## src/rtl/dac_bus_writer.sv

```systemverilog
// Drives the dual-channel 8-bit parallel DAC: A write, B write, LDAC pulse; also clear and power-down.
// Latency: 2*(SETUP_CYC+WR_CYC+HOLD_CYC)+WR_CYC busy cycles per pair; ready returns one cycle later.
// Backpressure: sample_ready is low while a sequence or clear runs, while a clear is pending, or while pd_req is high.
module dac_bus_writer #(
    parameter int SETUP_CYC = 2,
    parameter int WR_CYC    = 3,
    parameter int HOLD_CYC  = 2
) (
    input  logic       Clk,
    input  logic       Rst,
    input  logic [7:0] sample_a,
    input  logic [7:0] sample_b,
    input  logic       sample_valid,
    output logic       sample_ready,
    input  logic       pd_req,
    input  logic       clr_req,
    output logic       busy,
    output logic [7:0] DB,
    output logic       CS,
    output logic       WR,
    output logic       AB,
    output logic       PD,
    output logic       LDAC,
    output logic       CLR
);

    generate
        if (SETUP_CYC < 1 || SETUP_CYC > 255 || WR_CYC < 1 || WR_CYC > 255 ||
            HOLD_CYC < 1 || HOLD_CYC > 255) begin : g_bad_param
            $error("dac_bus_writer: SETUP_CYC, WR_CYC and HOLD_CYC must be in 1..255");
        end
    endgenerate

    localparam logic [7:0] SETUP_LD = 8'(SETUP_CYC - 1);
    localparam logic [7:0] WR_LD    = 8'(WR_CYC - 1);
    localparam logic [7:0] HOLD_LD  = 8'(HOLD_CYC - 1);

    typedef enum logic [3:0] {
        IDLE, SET_A, STB_A, HLD_A, SET_B, STB_B, HLD_B, LOAD, CLEAR
    } state_t;

    state_t     state, state_n;
    logic [7:0] cnt, cnt_n;
    logic [7:0] b_reg, b_n;
    logic       clr_pending, clr_pend_n;
    logic [7:0] db_n;
    logic       ab_n, cs_n, wr_n, ldac_n, clr_o_n, rdy_n, busy_n;

    always_comb begin
        state_n    = state;
        cnt_n      = cnt;
        b_n        = b_reg;
        db_n       = DB;
        ab_n       = AB;
        clr_pend_n = clr_pending | clr_req;

        case (state)
            IDLE: begin
                // A clear request arriving this cycle already beats a sample offered alongside it.
                if (clr_pending | clr_req) begin
                    state_n    = CLEAR;
                    cnt_n      = WR_LD;
                    clr_pend_n = 1'b0;
                end else if (sample_valid & sample_ready & ~pd_req) begin
                    state_n = SET_A;
                    cnt_n   = SETUP_LD;
                    db_n    = sample_a;
                    ab_n    = 1'b0;
                    b_n     = sample_b;
                end
            end
            default: begin
                if (cnt != 8'd0) begin
                    cnt_n = cnt - 8'd1;
                end else begin
                    case (state)
                        SET_A: begin state_n = STB_A; cnt_n = WR_LD;   end
                        STB_A: begin state_n = HLD_A; cnt_n = HOLD_LD; end
                        HLD_A: begin
                            state_n = SET_B;
                            cnt_n   = SETUP_LD;
                            db_n    = b_reg;
                            ab_n    = 1'b1;
                        end
                        SET_B: begin state_n = STB_B; cnt_n = WR_LD;   end
                        STB_B: begin state_n = HLD_B; cnt_n = HOLD_LD; end
                        HLD_B: begin state_n = LOAD;  cnt_n = WR_LD;   end
                        default: begin state_n = IDLE; cnt_n = 8'd0;  end
                    endcase
                end
            end
        endcase

        // Pins are decoded from the next state so every output comes straight from a flop.
        cs_n    = !(state_n inside {SET_A, STB_A, HLD_A, SET_B, STB_B, HLD_B});
        wr_n    = !(state_n inside {STB_A, STB_B});
        ldac_n  = (state_n != LOAD);
        clr_o_n = (state_n != CLEAR);
        rdy_n   = (state_n == IDLE) & ~clr_pend_n & ~pd_req;
        busy_n  = (state_n != IDLE) | clr_pend_n;
    end

    always_ff @(posedge Clk or negedge Rst) begin
        if (!Rst) begin
            state        <= IDLE;
            cnt          <= 8'd0;
            b_reg        <= 8'd0;
            clr_pending  <= 1'b0;
            DB           <= 8'h00;
            AB           <= 1'b0;
            CS           <= 1'b1;
            WR           <= 1'b1;
            PD           <= 1'b1;
            LDAC         <= 1'b1;
            CLR          <= 1'b1;
            sample_ready <= 1'b0;
            busy         <= 1'b0;
        end else begin
            state        <= state_n;
            cnt          <= cnt_n;
            b_reg        <= b_n;
            clr_pending  <= clr_pend_n;
            DB           <= db_n;
            AB           <= ab_n;
            CS           <= cs_n;
            WR           <= wr_n;
            PD           <= ~pd_req;
            LDAC         <= ldac_n;
            CLR          <= clr_o_n;
            sample_ready <= rdy_n;
            busy         <= busy_n;
        end
    end

endmodule

```

## config.mk

```make
export PLATFORM = sky130hd
export DESIGN_NAME = dac_bus_writer
export DESIGN_NICKNAME = d
export VERILOG_FILES = /design/src/rtl/dac_bus_writer.sv
export SDC_FILE = /design/constraint.sdc
export NUM_CORES = 1
export LEC_CHECK = 0
export BUFFER_PORTS_ARGS = -buffer_cell sky130_fd_sc_hd__buf_2
export CORE_MARGIN = 5
export CORE_UTILIZATION = 30
export CTS_BUF_LIST = sky130_fd_sc_hd__clkbuf_8 sky130_fd_sc_hd__clkbuf_16
export CTS_CLUSTER_DIAMETER = 100
export CTS_CLUSTER_SIZE = 12
export DETAILED_ROUTE_END_ITERATION = 16
export GPL_ROUTABILITY_DRIVEN = 0
export PLACE_DENSITY = 0.58
export SLEW_MARGIN = 25
export SYNTH_ARGS = -nofsm -noshare
export SYNTH_HDL_FRONTEND = slang
export SYNTH_SLANG_ARGS = --single-unit
```

## constraint.sdc

```tcl
create_clock -name Clk -period 2.3 [get_ports Clk]
set_input_delay 0.115 -clock Clk [delete_from_list [all_inputs] [get_ports Clk]]
set_output_delay 0.115 -clock Clk [all_outputs]
set_load 0.02 [all_outputs]
```

==> impl_metrics.yaml <==
layout:
  fin_nets: 233
  fillCellCount: 575
  multiInputGateArea_um2: 729
  final_common_cell: "buf_2"
  final_layout_size_suffix_gt1_share_pct: 40.1
  area_delta_synth_final_pct: 28.0
  final_cell_mix: "buf_2, dfrtp_1, nand2_1"
  seqCellArea_um2: 932
  diodes: 0
  final_util_pct: 39.5
setup_path:
  crit_required_ns: 2.51
  crit_path_max_incr_delay_ns: 0.40
  slowest_stage: "dfrtp_1"
  cp_max_fo: 8
  arrival_ns: 2.41
  start_kind: "flip-flop"
  crit_chain: "inv_2 > ha_2 > or3b_4 > or2_4 > o41ai_4 > buf_4 > buf_12 > nor2_1 > a31oi_2"
  crit_type: "flip-flop to flip-flop"
  cp-end-kind: "flip-flop"
sta:
  finalSetupTns_ns: 0
  fin_crit_ns: 2.20
  rsz0062_at_grt: "no"
  hold_viol: 0
  skew_ns: 0.00653
  period_share_pct: 95.5
  tightest_slew_ns: 0.817
  relSlewSlack_pct: 45.5
  report.final.slew_viol_count: 0
  fmax_mhz: 455
  setup_viol: 0
flow_run:
  drv_cap: 0
floorplan:
  die_area_mm2: 0.00732
  initial_core_util_pct: 30.9
  dieHeight_um: 85.5
  core_mm2: 0.00554
  num_rows: 27
  io_pins: 37
  die_x_um: 85.5
pwr:
  seqPwrFrac_pct: 42.8
  vdd_ir_drop_max_v: 0.000502
  p_int_uw: 1440
  p_sw_share_pct: 37.6
  power.density_mw_per_mm2: 1050
  power_uw: 2300
  p_comb_share_pct: 38.8
  clkPwrFrac_pct: 18.3
  p_leak_uw: 0.000970
  p_switching_uw: 864
synthesis:
  synth-seq-area-share_pct: 54.5
  syn_nets: 182
  netlist_area_mm2: 0.00171
  yosysWarnings: 0
  synth_edf_count: 0
  syn_inst: 160
  synth_cell_types: 41
  async_reset_ff_share_pct: 100
  synth.avg_cell_area_um2: 10.7
  synth-seq-cells: 37
  ys.flop_type: "dfrtp_1"
global_routing:
  grt_pass1_vias: 1336
  grt_pass1_wl_um: 6380
  antenna_found_initial: 0
  grt_usage_pct: 11.0
  gr-total-overflow: 0
  grt_max_degree: 38
placement:
  io_buffers: 36
  dp_hpwl_um: 2630
status:
  status: "finished clean"
detailed_routing:
  avgRoutedWirePerCell_um: 13.7
  antenna_left: 0
  num_vias: 1332
  drc: 0
  drt-initial-drc-count: 36
  drt-pass1-iter-count: 4
  totalWireLength_um: 3890
  vias_per_cell: 4.69
clock_tree:
  clock_path_buffers: 2
  clk_pin_slew_ns: 0.07
  htree_levels: 2
  insertion_delay_ns: 0.29
  root_buffer: "clkbuf_8"
  cts_sinks: 37
  cts_buffers: 5
  cts_tree: "done"
worst_hold_path:
  min_path_type: "input port to flip-flop"
==> cell families (layout without fill, tap and decap cells) <==
family / after synthesis / in the layout / share of synthesized area (%)
simple gates: 67 / 67 / 20.3
xor+xnor: 5 / 5 / 2.56
mux: 8 / 8 / 5.26
flops: 37 / 37 / 54.5
compound gates: 29 / 29 / 12.9
fa+ha+maj: 1 / 1 / 0.731
buf+inv: 13 / 65 / 3.73
==> power by group through the flow <==
| stage | Clock, uW | Sequential [uW] | Combinational (uW) |
|---|---|---|---|
| 2_1_floorplan | 0 | 1000 | 553 |
| 3_3_place_gp | 0 | 989 | 856 |
| 3_5_place_dp | 0 | 989 | 871 |
| 4_1_cts | 443 | 982 | 877 |
| 5_1_grt | 474 | 1010 | 1010 |
| 6_report | 421 | 985 | 893 |
==> critical path, delay by kind of cell, from the launching register on <==
family | cells | cell delay, ns
AO/OA/AOI/OAI | 2 | 0.41
adder cells (fa/ha/maj) | 1 | 0.16
flip-flops | 1 | 0.40
buffers and inverters | 3 | 0.39
AND/OR/NAND/NOR | 3 | 0.75
==> final timing paths <==
kind,slack (ns),depth (start not counted),start,endpoint
setup / recovery,0.10,9,cnt[1]$_DFFE_PN0P_,DB[0]$_DFFE_PN0P_
hold / removal,0.05,2,sample_b[6],b_reg[6]$_DFFE_PN0P_
setup reg to reg,0.10,9,cnt[1]$_DFFE_PN0P_,DB[0]$_DFFE_PN0P_
hold reg to reg,0.49,1,cnt[7]$_DFFE_PN0P_,cnt[7]$_DFFE_PN0P_
max in group asynchronous,1.32,2,Rst,state[3]$_DFF_PN0_
min in group asynchronous,0.46,2,Rst,DB[6]$_DFFE_PN0P_
==> cell usage after synthesis (2+ instances only) <==
cell type,count,area [um2]
xor2_1,2,17.5
inv_1,4,15.0
o211ai_1,2,15.0
xnor2_1,3,26.3
nor3_1,2,10.0
and3b_1,2,17.5
clkbuf_1,7,26.3
a22o_1,2,17.5
o21ai_0,7,35.0
a31oi_1,7,43.8
dfstp_2,5,131
a21oi_1,4,20.0
nand2_1,20,75.1
or4_2,2,17.5
a31oi_2,2,25.0
nand3_1,3,15.0
nor4_1,2,12.5
dfrtp_1,32,801
or4_1,2,15.0
buf_6,2,22.5
nor2_1,19,71.3
nor3b_1,2,15.0
nand2b_1,2,12.5
mux2_2,8,90.1
==> layout make-up <==
class | instances | share of cell area [%]
flip-flops and latches | 37 | 42.5
multi-input cells | 110 | 33.3
clock inverters | 3 | 0.571
inverters | 4 | 0.685
clock buffers | 5 | 3.14
well taps | 72 | 4.11
repair buffers | 53 | 15.6
==> metrics by stage <==
stage / hold slack [ns] / cell area, um2 / worst slack, ns / std cells
floorplan: -0.181 / 1710 / 0.0644 / 160
global placement: 0.255 / 2050 / 0.129 / 272
detailed placement: 0.255 / 2050 / 0.0668 / 272
CTS: 0.0461 / 2150 / 0.0191 / 282
global route: 0.0463 / 2190 / 0.000667 / 284
finish: 0.0545 / 2190 / 0.103 / 284
==> layer usage <==
layer,GRT usage [%],wire (um),vias to the layer above
li1,-,-,669
met1,14.5,1820,630
met2,17.1,1830,25
met3,2.31,149,8
met4,5.61,95,0
met5,0,0,-
==> what timing repair did <==
| action | in CTS | in global routing |
|---|---|---|
| hold endpoints to repair | 33 | 0 |
| gates resized for setup | 0 | 6 |
| buffers inserted | 0 | 2 |
| hold buffers | 2 | 0 |
| setup endpoints to repair | 0 | 13 |
Note: power is estimated with default switching activity, not from simulation.
